File: src/rtl/trig_event_latch_if.sv
// trig_event_latch_if: trigger-event bus joining event producers, the latch and its host read port.
interface trig_event_latch_if #(parameter int WIDTH = 32);
   logic [WIDTH-1:0] ep_trigger, mask, rd_data, rd_ovf;
   logic rd_req, rd_valid, pending;
   logic [15:0] rd_count;
   modport master (output ep_trigger, mask, rd_req, input rd_valid, rd_data, rd_ovf, rd_count, pending);
   modport slave (input ep_trigger, mask, rd_req, output rd_valid, rd_data, rd_ovf, rd_count, pending);
endinterface

File: src/rtl/trig_event_latch.sv
// trig_event_latch: sticky trigger-event collector with atomic snapshot-and-clear read.
// Define TRIG_LATCH_COUNT_EN to build the 16-bit saturating event-cycle counter.
module trig_event_latch #(parameter int WIDTH = 32) (
   input logic sys_clk,
   input logic reset,
   trig_event_latch_if.slave bus
);
   typedef enum logic {IDLE, REPLY} state_t;
   state_t state, state_nx;
   logic [WIDTH-1:0] ev, sticky, ovf, sticky_nx, ovf_nx;
   assign ev = bus.ep_trigger & bus.mask;
   assign sticky_nx = sticky | ev;
   assign ovf_nx = ovf | (sticky & ev);
   assign bus.pending = |sticky;
   // Request-cycle events land in the snapshot; the live registers restart from zero.
   always_ff @(posedge sys_clk or posedge reset)
      if (reset) begin
         sticky <= '0;
         ovf <= '0;
         bus.rd_data <= '0;
         bus.rd_ovf <= '0;
      end else if (bus.rd_req) begin
         sticky <= '0;
         ovf <= '0;
         bus.rd_data <= sticky_nx;
         bus.rd_ovf <= ovf_nx;
      end else begin
         sticky <= sticky_nx;
         ovf <= ovf_nx;
      end
`ifdef TRIG_LATCH_COUNT_EN
   logic [15:0] cnt, cnt_nx;
   assign cnt_nx = &cnt ? cnt : cnt + 16'(|ev);
   always_ff @(posedge sys_clk or posedge reset)
      if (reset) begin
         cnt <= '0;
         bus.rd_count <= '0;
      end else if (bus.rd_req) begin
         cnt <= '0;
         bus.rd_count <= cnt_nx;
      end else
         cnt <= cnt_nx;
`else
   assign bus.rd_count = 16'h0000;
`endif
   always_ff @(posedge sys_clk or posedge reset)
      if (reset) state <= IDLE;
      else state <= state_nx;
   always_comb state_nx = bus.rd_req ? REPLY : IDLE;
   always_comb bus.rd_valid = (state == REPLY);
endmodule

File: src/flat_wrapper.sv
// flat-port wrapper written by rule: the top's interface ports become plain ports
module trig_event_latch_flat 
#(parameter int WIDTH = 32)
  (sys_clk, reset, bus_ep_trigger, bus_mask, bus_rd_req, bus_rd_valid, bus_rd_data, bus_rd_ovf, bus_rd_count, bus_pending);
  trig_event_latch_if #(.WIDTH(WIDTH)) bus_i ();
  input logic sys_clk;
  input logic reset;
  input wire logic [$bits(bus_i.ep_trigger)-1:0] bus_ep_trigger;
  input wire logic [$bits(bus_i.mask)-1:0] bus_mask;
  input wire logic [$bits(bus_i.rd_req)-1:0] bus_rd_req;
  output wire logic [$bits(bus_i.rd_valid)-1:0] bus_rd_valid;
  output wire logic [$bits(bus_i.rd_data)-1:0] bus_rd_data;
  output wire logic [$bits(bus_i.rd_ovf)-1:0] bus_rd_ovf;
  output wire logic [$bits(bus_i.rd_count)-1:0] bus_rd_count;
  output wire logic [$bits(bus_i.pending)-1:0] bus_pending;
  assign bus_i.ep_trigger = bus_ep_trigger;
  assign bus_i.mask = bus_mask;
  assign bus_i.rd_req = bus_rd_req;
  assign bus_rd_valid = bus_i.rd_valid;
  assign bus_rd_data = bus_i.rd_data;
  assign bus_rd_ovf = bus_i.rd_ovf;
  assign bus_rd_count = bus_i.rd_count;
  assign bus_pending = bus_i.pending;
  trig_event_latch #(.WIDTH(WIDTH)) u_core (.sys_clk(sys_clk), .reset(reset), .bus(bus_i));
endmodule
File: config.mk
export PLATFORM = sky130hd
export DESIGN_NAME = trig_event_latch_flat
export DESIGN_NICKNAME = d
export VERILOG_FILES = /design/src/rtl/trig_event_latch_if.sv /design/src/rtl/trig_event_latch.sv /design/src/flat_wrapper.sv
export SDC_FILE = /design/constraint.sdc
export NUM_CORES = 1
export LEC_CHECK = 0
export ABC_AREA = 0
export BUFFER_PORTS_ARGS = -buffer_cell sky130_fd_sc_hd__clkbuf_2
export CAP_MARGIN = 10
export CORE_MARGIN = 4
export CORE_UTILIZATION = 30
export CTS_BUF_LIST = sky130_fd_sc_hd__clkbuf_4
export DETAILED_ROUTE_END_ITERATION = 8
export GPL_TIMING_DRIVEN = 0
export PLACE_DENSITY = 0.62
export REMOVE_ABC_BUFFERS = 1
export SETUP_SLACK_MARGIN = 0.4
export SKIP_LAST_GASP = 1
export SLEW_MARGIN = 20
export SYNTH_ARGS = -nofsm -noshare
export SYNTH_HDL_FRONTEND = slang
export SYNTH_SLANG_ARGS = --single-unit
File: constraint.sdc
create_clock -name sys_clk -period 3.55 [get_ports sys_clk]
set_clock_uncertainty 0.05 [all_clocks]
set_input_delay 0.1775 -clock sys_clk [delete_from_list [all_inputs] [get_ports sys_clk]]
set_output_delay 0.1775 -clock sys_clk [all_outputs]
set_load 0.02 [all_outputs]
; Yosys cells after proc, flatten, opt, wreduce, memory -nomap -nowiden
; Index checks and enable logic that the tools add are counted.
[totals]
ff_bits = 129
in_bits = 67
output_inout_bits = 82
elab_cells = 13
[op_classes]
muxes = 3
n_bitwise = 4
n_reduce_logical = 1
[op_table]
columns = operator, count
row1 = $and A32 B32 Y32, 2
row2 = $mux W32, 2
row3 = $or A32 B32 Y32, 2
row4 = $reduce_or A32 Y1, 1
row5 = $mux W1, 1

; Longest topological paths before layout
; Gate-level depths: netlist of the first run.
[depth]
depth_word = 4
mapped_depth = 4

; Worst setup path before layout of the first run
; No wires, ideal clock.
[synth_timing]
path_type = flip-flop to output port
from = reg u_core.sticky[4]
to = out bus_pending
arrival_ps = 1031
required_ps = 3322
setup_slack_ps = 2292
stages_incl_launch_ff = 4
path_cell_list = dfrtp_1 nor4_1 nand4_1 or2_1
[synth_between]
elab_chain_len = 1
[synth_rtl]
columns = item, line_no
row1 = start: declaration, trig_event_latch.sv:10  ; logic [WIDTH-1:0] ev, sticky, ovf, sticky_nx, ovf_nx;
row2 = start signal: assignment, trig_event_latch.sv:28  ; sticky <= sticky_nx;
row3 = $reduce_or A32 Y1, trig_event_latch.sv:14  ; assign bus.pending = |sticky;
row4 = end: declaration, flat_wrapper.sv:15  ; output wire logic [$bits(bus_i.pending)-1:0] bus_pending;
; Every way passes these cells.

; Worst setup path in the final report of the first run
[layout_timing]
from = reg u_core.sticky[21]
to = out bus_pending
; The elaborated chain is that of the path after synthesis.

==> reports/results.tsv, run 1 <==
metric	value	unit
H-tree Lvls	4	
Mapped Area	0.004696	mm^2
area leader, netlist	dfrtp_1	
Post-Synthesis Cells	435	
#FFs+latches synth	129	
first-pass GRT wire length	19.13	mm
Routed WL	11.50	mm
chip height	133.1	um
clk_lat worst skew	520	ps
Synth top area share	0.6875	
Peak VDD IR	0.0001838	V
Core Region	0.01526	mm^2
RR Startpoint	u_core.sticky[18]	
DRC Markers	0	
vias per cell	4.520	
Required @ worst endpoint	3320	ps
Die X	133.1	um
Max Slew Vio Count	0	
number of global-route vias before repair	4055	
max-cap viol count	0	
remaining antenna violation count after routing	0	
power per cell area	462.3	mW/mm^2
DR WL/cell	12.98	um
Worst Setup End Kind	output port	
beginning of the critical path	u_core.sticky[21]	
LEAKAGE	3.210	nW
total number of vias	4005	
nets@finish	730	
depth of the worst register-to-register path	3	
synth top area cells	dfrtp_1 (69%), a21oi_1 (10%), nor2_1 (10%)	
Row Count	45	
Final setup viols	0	
CP endpoint	bus_pending	
largest net degree at the start of global routing	103	
post_cts resized	0	
RR Endpoint	u_core.bus.rd_ovf[18]	
RePlAce Congestion	0.7229	
Setup CP Type	reg -> out	
DRT Pass-1 Iters	4	
ANT cells	0	
io pins	149	
layout cells sized above 1	0.2430	
Avg Cell Area, Syn	10.79	um^2
number of filler cells placed in the layout	1460	
# clock sinks	129	
Worst Path Arrival	2000	ps
GR Overflow Total	0	
die area	0.01772	mm^2
footprint of the multi-input gates	0.001296	mm^2
Reg2Reg Setup Slack	2080	ps
Fin Setup TNS	0	ps
CTS Buffer Depth	2	
Post-DP HPWL	7.476	mm
Fmax	0.4488	GHz
total power	3.120	mW
Register Area	0.003228	mm^2
final hold violation count	0	
initial drt markers	166	
count of different cell masters after synthesis	13	
Tmin final	2228	ps
Slew headroom	0.6265	
CTS buffer count	17	
Hold Path Class	in -> reg	
placed instance count	758	
Post-CTS Setup Inserts	0	
Min Hold Slack	88.47	ps
Least-Margin Pin Slew	560.3	ps
post-synthesis sequential area ratio	0.6875	
GRT Overall Usage	0.1344	
clk root buf	clkbuf_4	
Critical Path Fanout Max	3	
Area growth syn-to-layout	43.72	%
Starting Density	0.3077	
Period Utilization, post-route	0.6277	
PortBufs	132	
status	finished clean	
initial antenna violation count	0	
final cell count without fillers	886	
CP Launch Type	flip-flop	
CTS tree	yes	
Worst-path clk slew	110	ps
RSZ-0062 raised after global routing	false	
synth warn	0	
-- sequential cells by signal, indices dropped and copies added (netlist names) --
register / flops
u_core.bus.rd_data: 32
u_core.bus.rd_ovf: 32
u_core.ovf: 32
u_core.sticky: 32
u_core.bus.rd_valid: 1
-- synth_stat cells --
cell / count
a21oi_1: 96
a31oi_1: 32
buf_2: 20
buf_4: 16
clkbuf_1: 1
conb_1: 1
dfrtp_1: 129
inv_1: 1
nand4_1: 2
nor2_1: 128
nor4_1: 7
nor4_2: 1
or2_1: 1
-- final cells by class --
cell class,instances,area share
inverters,1,0.001298
clock buffers,18,0.02002
repair buffers,231,0.2512
multi-input cells,283,0.1921
flip-flops and latches,129,0.4783
clock inverters,13,0.01798
well taps,211,0.03912
-- how the worst min path moves through the flow --
stage | from | depth (start not counted) | endpoint | slack (ps)
4_1_cts | bus_rd_req | 1 | u_core.bus.rd_valid | 10
5_1_grt | bus_rd_req | 1 | u_core.bus.rd_valid | 40
2_1_floorplan | bus_rd_req | 0 | u_core.bus.rd_valid | 160
3_3_place_gp | bus_mask[15] | 3 | u_core.sticky[15] | 400
3_5_place_dp | reset | 2 | u_core.bus.rd_data[30] | 210
6_report | bus_rd_req | 1 | u_core.bus.rd_valid | 90
-- stage by stage --
stage | setup slack (ps) | utilization | cell area, um^2
floorplan | -118.5 | - | 4528
global placement | -1417 | 0.3574 | 5453
detailed placement | 1791 | 0.3619 | 5522
CTS | 1179 | 0.4423 | 6749
global route | 1130 | 0.4423 | 6749
finish | 1322 | 0.4423 | 6749
-- layer usage --
layer	wire (um)	GRT usage	part of all wire	vias up
li1	-	-	-	1926
met1	4781	0.1586	0.42	1962
met2	5866	0.2271	0.51	105
met3	679	0.04532	0.059	12
met4	172	0.05257	0.015	0
met5	0	0	0	-
-- critical path, stage by stage, from the launching register on --
cell      delay [ps]
dfrtp_1          420
nor4_1           400
nand4_1          240
or2_1            260
clkbuf_2         170
-- layout by cell type (no fill, tap or decap), drive strengths merged, types with 2 or more instances in the layout --
cell type | Yosys | layout
dfrtp | 129 | 129
clkbuf | 1 | 150
a31oi | 32 | 32
nor2 | 128 | 128
clkinv | 0 | 7
clkinvlp | 0 | 4
conb | 1 | 16
dlygate4sd3 | 0 | 97
buf | 36 | 2
a21oi | 96 | 96
bufinv | 0 | 2
nor4 | 8 | 8
nand4 | 2 | 2
-- power by group --
group | leakage, nW | switching (mW) | internal [mW]
logic | 1.44 | 0.318 | 0.229
registers | 1.63 | 0.0692 | 1.58
clock network | 0.132 | 0.517 | 0.408
-- repair_timing --
action                                  in CTS  in global routing
endpoints found under the setup margin       0                  0
hold buffers                                97                  0
hold endpoints to repair                   184                  0
-- logic make-up (layout without fill, tap and decap cells) --
| group | count (synthesis) | count (layout) | share of synthesized area |
|---|---|---|---|
| simple gates | 139 | 139 | 0.1183 |
| flops | 129 | 129 | 0.6875 |
| compound gates | 128 | 128 | 0.1450 |
| buf+inv | 38 | 263 | 0.04849 |
| other cells | 1 | 16 | 0.0007986 |
Power figures use the tool's default switching activity.
==> run 2, diff against run 1 <==
--- a/config.mk
+++ b/config.mk
@@ -13,7 +13,7 @@
 export CTS_BUF_LIST = sky130_fd_sc_hd__clkbuf_4
 export DETAILED_ROUTE_END_ITERATION = 8
 export GPL_TIMING_DRIVEN = 0
-export PLACE_DENSITY = 0.62
+export PLACE_DENSITY = 0.6
 export REMOVE_ABC_BUFFERS = 1
 export SETUP_SLACK_MARGIN = 0.4
 export SKIP_LAST_GASP = 1
==> constraint.sdc (replaced) <==
create_clock -name sys_clk -period 2.1 [get_ports sys_clk]
set_clock_uncertainty 0.05 [all_clocks]
set_input_delay 0.105 -clock sys_clk [delete_from_list [all_inputs] [get_ports sys_clk]]
set_output_delay 0.105 -clock sys_clk [all_outputs]
set_load 0.02 [all_outputs]
==> run 2 against run 1 <==
Register-to-register slack lost 1600 ps; sequential power is 70% higher; die area unchanged; critical path depth unchanged; clock power rose by 86%; final cell count rose by 1.1%; via count shrank 0.37%; first-iteration DRC count up 17%; hold slack better by 79 ps; wire length up 3.1%; sequential cell count unchanged; critical path type unchanged; largest cell class unchanged.
==> reports/results.tsv, run 2 (synthesized netlist as in run 1, its figures left out) <==
metric	value	unit
RSZ-0062 raised after global routing	true	
# clock sinks	129	
status	finished clean	
PortBufs	132	
initial antenna violation count	0	
depth of the worst register-to-register path	5	
Worst-path clk slew	110	ps
placed instance count	758	
RR Startpoint	u_core.sticky[25]	
worst setup slack after layout	38.74	ps
Worst Setup End Kind	output port	
CTS tree	yes	
Max Slew Vio Count	0	
initial drt markers	194	
clk_lat worst skew	520	ps
chip height	133.1	um
H-tree Lvls	4	
RR Endpoint	u_core.bus.rd_data[25]	
layout cells sized above 1	0.2613	
Hold Path Class	in -> async	
Period Utilization, post-route	0.9816	
Min Hold Slack	167.2	ps
beginning of the critical path	u_core.sticky[29]	
CP endpoint	bus_pending	
Setup WS pre-CTS	394.5	ps
vias per cell	4.453	
io pins	149	
Post-DP HPWL	7.530	mm
Starting Density	0.3077	
max-cap viol count	0	
largest net degree at the start of global routing	105	
final cell count without fillers	896	
total number of vias	3990	
DRC Markers	0	
DRT Pass-1 Iters	4	
final hold violation count	0	
Core Region	0.01526	mm^2
Least-Margin Pin Slew	614.1	ps
GRT Overall Usage	0.1405	
Worst Path Arrival	1910	ps
LEAKAGE	3.298	nW
CTS buffer count	17	
Setup CP Type	reg -> out	
ANT cells	0	
Reg2Reg Setup Slack	460	ps
Die X	133.1	um
remaining antenna violation count after routing	0	
Fin Setup TNS	0	ps
Finished Core Util	0.4537	
Final setup viols	0	
die area	0.01772	mm^2
Tmin final	2061	ps
RePlAce Congestion	0.7472	
power per cell area	790.4	mW/mm^2
CP Launch Type	flip-flop	
DR WL/cell	13.23	um
GR Overflow Total	0	
Row Count	45	
clk root buf	clkbuf_4	
nets@finish	739	
Critical Path Fanout Max	2	
Peak VDD IR	0.0003757	V
CTS Buffer Depth	2	
Area growth syn-to-layout	47.43	%
Fmax	0.4851	GHz
Slew headroom	0.5906	
number of filler cells placed in the layout	1453	
most frequent cells in the layout	clkbuf_2 (130), nor2_1 (128), dfrtp_1 (128), dlygate4sd3_1 (99), a21oi_1 (96)	
Required @ worst endpoint	1950	ps
number of global-route vias before repair	4097	
leading cell type in the layout, fill and taps excluded	clkbuf_2	
Routed WL	11.86	mm
first-pass GRT wire length	19.94	mm
## run 2: cell count changes in the layout (fill, tap and decap cells not counted), sizes merged
| cell | before | now |
|---|---|---|
| dlygate4sd3 | 97 | 99 |
| buf | 2 | 10 |
| clkinvlp | 4 | 3 |
| bufinv | 2 | 3 |
## run 2: metrics by stage
stage | area, um^2 | power [mW]
after floorplan | 4528 | 3.230
after global placement | 5453 | 3.573
after detailed placement | 5522 | 3.597
after CTS | 6903 | 5.553
after global routing | 6923 | 5.780
final | 6923 | 5.472
## run 2: metal layers
| metal | vias to the layer above | GRT usage | part of all wire |
|---|---|---|---|
| met5 | - | 0 | 0 |
| met4 | 0 | 0.04343 | 0.012 |
| met3 | 10 | 0.05287 | 0.055 |
| met2 | 115 | 0.2305 | 0.50 |
| met1 | 1909 | 0.1731 | 0.44 |
| li1 | 1956 | - | - |
## run 2: worst max-delay path: stages (launching register included)
cell and delay [ps]:
dfrtp_1 430, nor4_4 310, nand4_1 210, or2_1 310, buf_6 140
## run 2: worst min path at each step
stage,startpoint,end,cells after the start
floorplan,bus_rd_req,u_core.bus.rd_valid,0
global placement,bus_mask[8],u_core.sticky[8],3
detailed placement,reset,u_core.bus.rd_ovf[30],2
CTS,reset,u_core.bus.rd_ovf[31],3
global route,reset,u_core.bus.rd_ovf[31],3
finish,reset,u_core.bus.rd_ovf[31],3
## run 2: layout make-up
cell class / instances / area, um^2 / share of cell area
sequential: 129 / 3229 / 0.4665
tap: 211 / 264.0 / 0.03813
clock buffer: 19 / 142.6 / 0.02060
inverter: 1 / 8.758 / 0.001265
timing repair buffer: 240 / 1774 / 0.2563
multi-input combinational: 283 / 1360 / 0.1965
clock inverter: 13 / 143.9 / 0.02078
## run 2: where the power goes
group | leakage, nW | switching (mW) | total (mW) | internal (mW)
registers | 1.63 | 0.126 | 2.80 | 2.67
logic | 1.52 | 0.544 | 0.959 | 0.414
clock network | 0.151 | 0.888 | 1.72 | 0.831
## run 2: what timing repair did
action | 4_1_cts | 5_1_grt
pin swaps | 1 | 3
setup endpoints to repair | 1 | 1
hold buffers | 99 | 0
buffers inserted | 6 | 1
cloned | 0 | 0
endpoints found under the hold margin | 195 | 0
resized for setup | 9 | 4
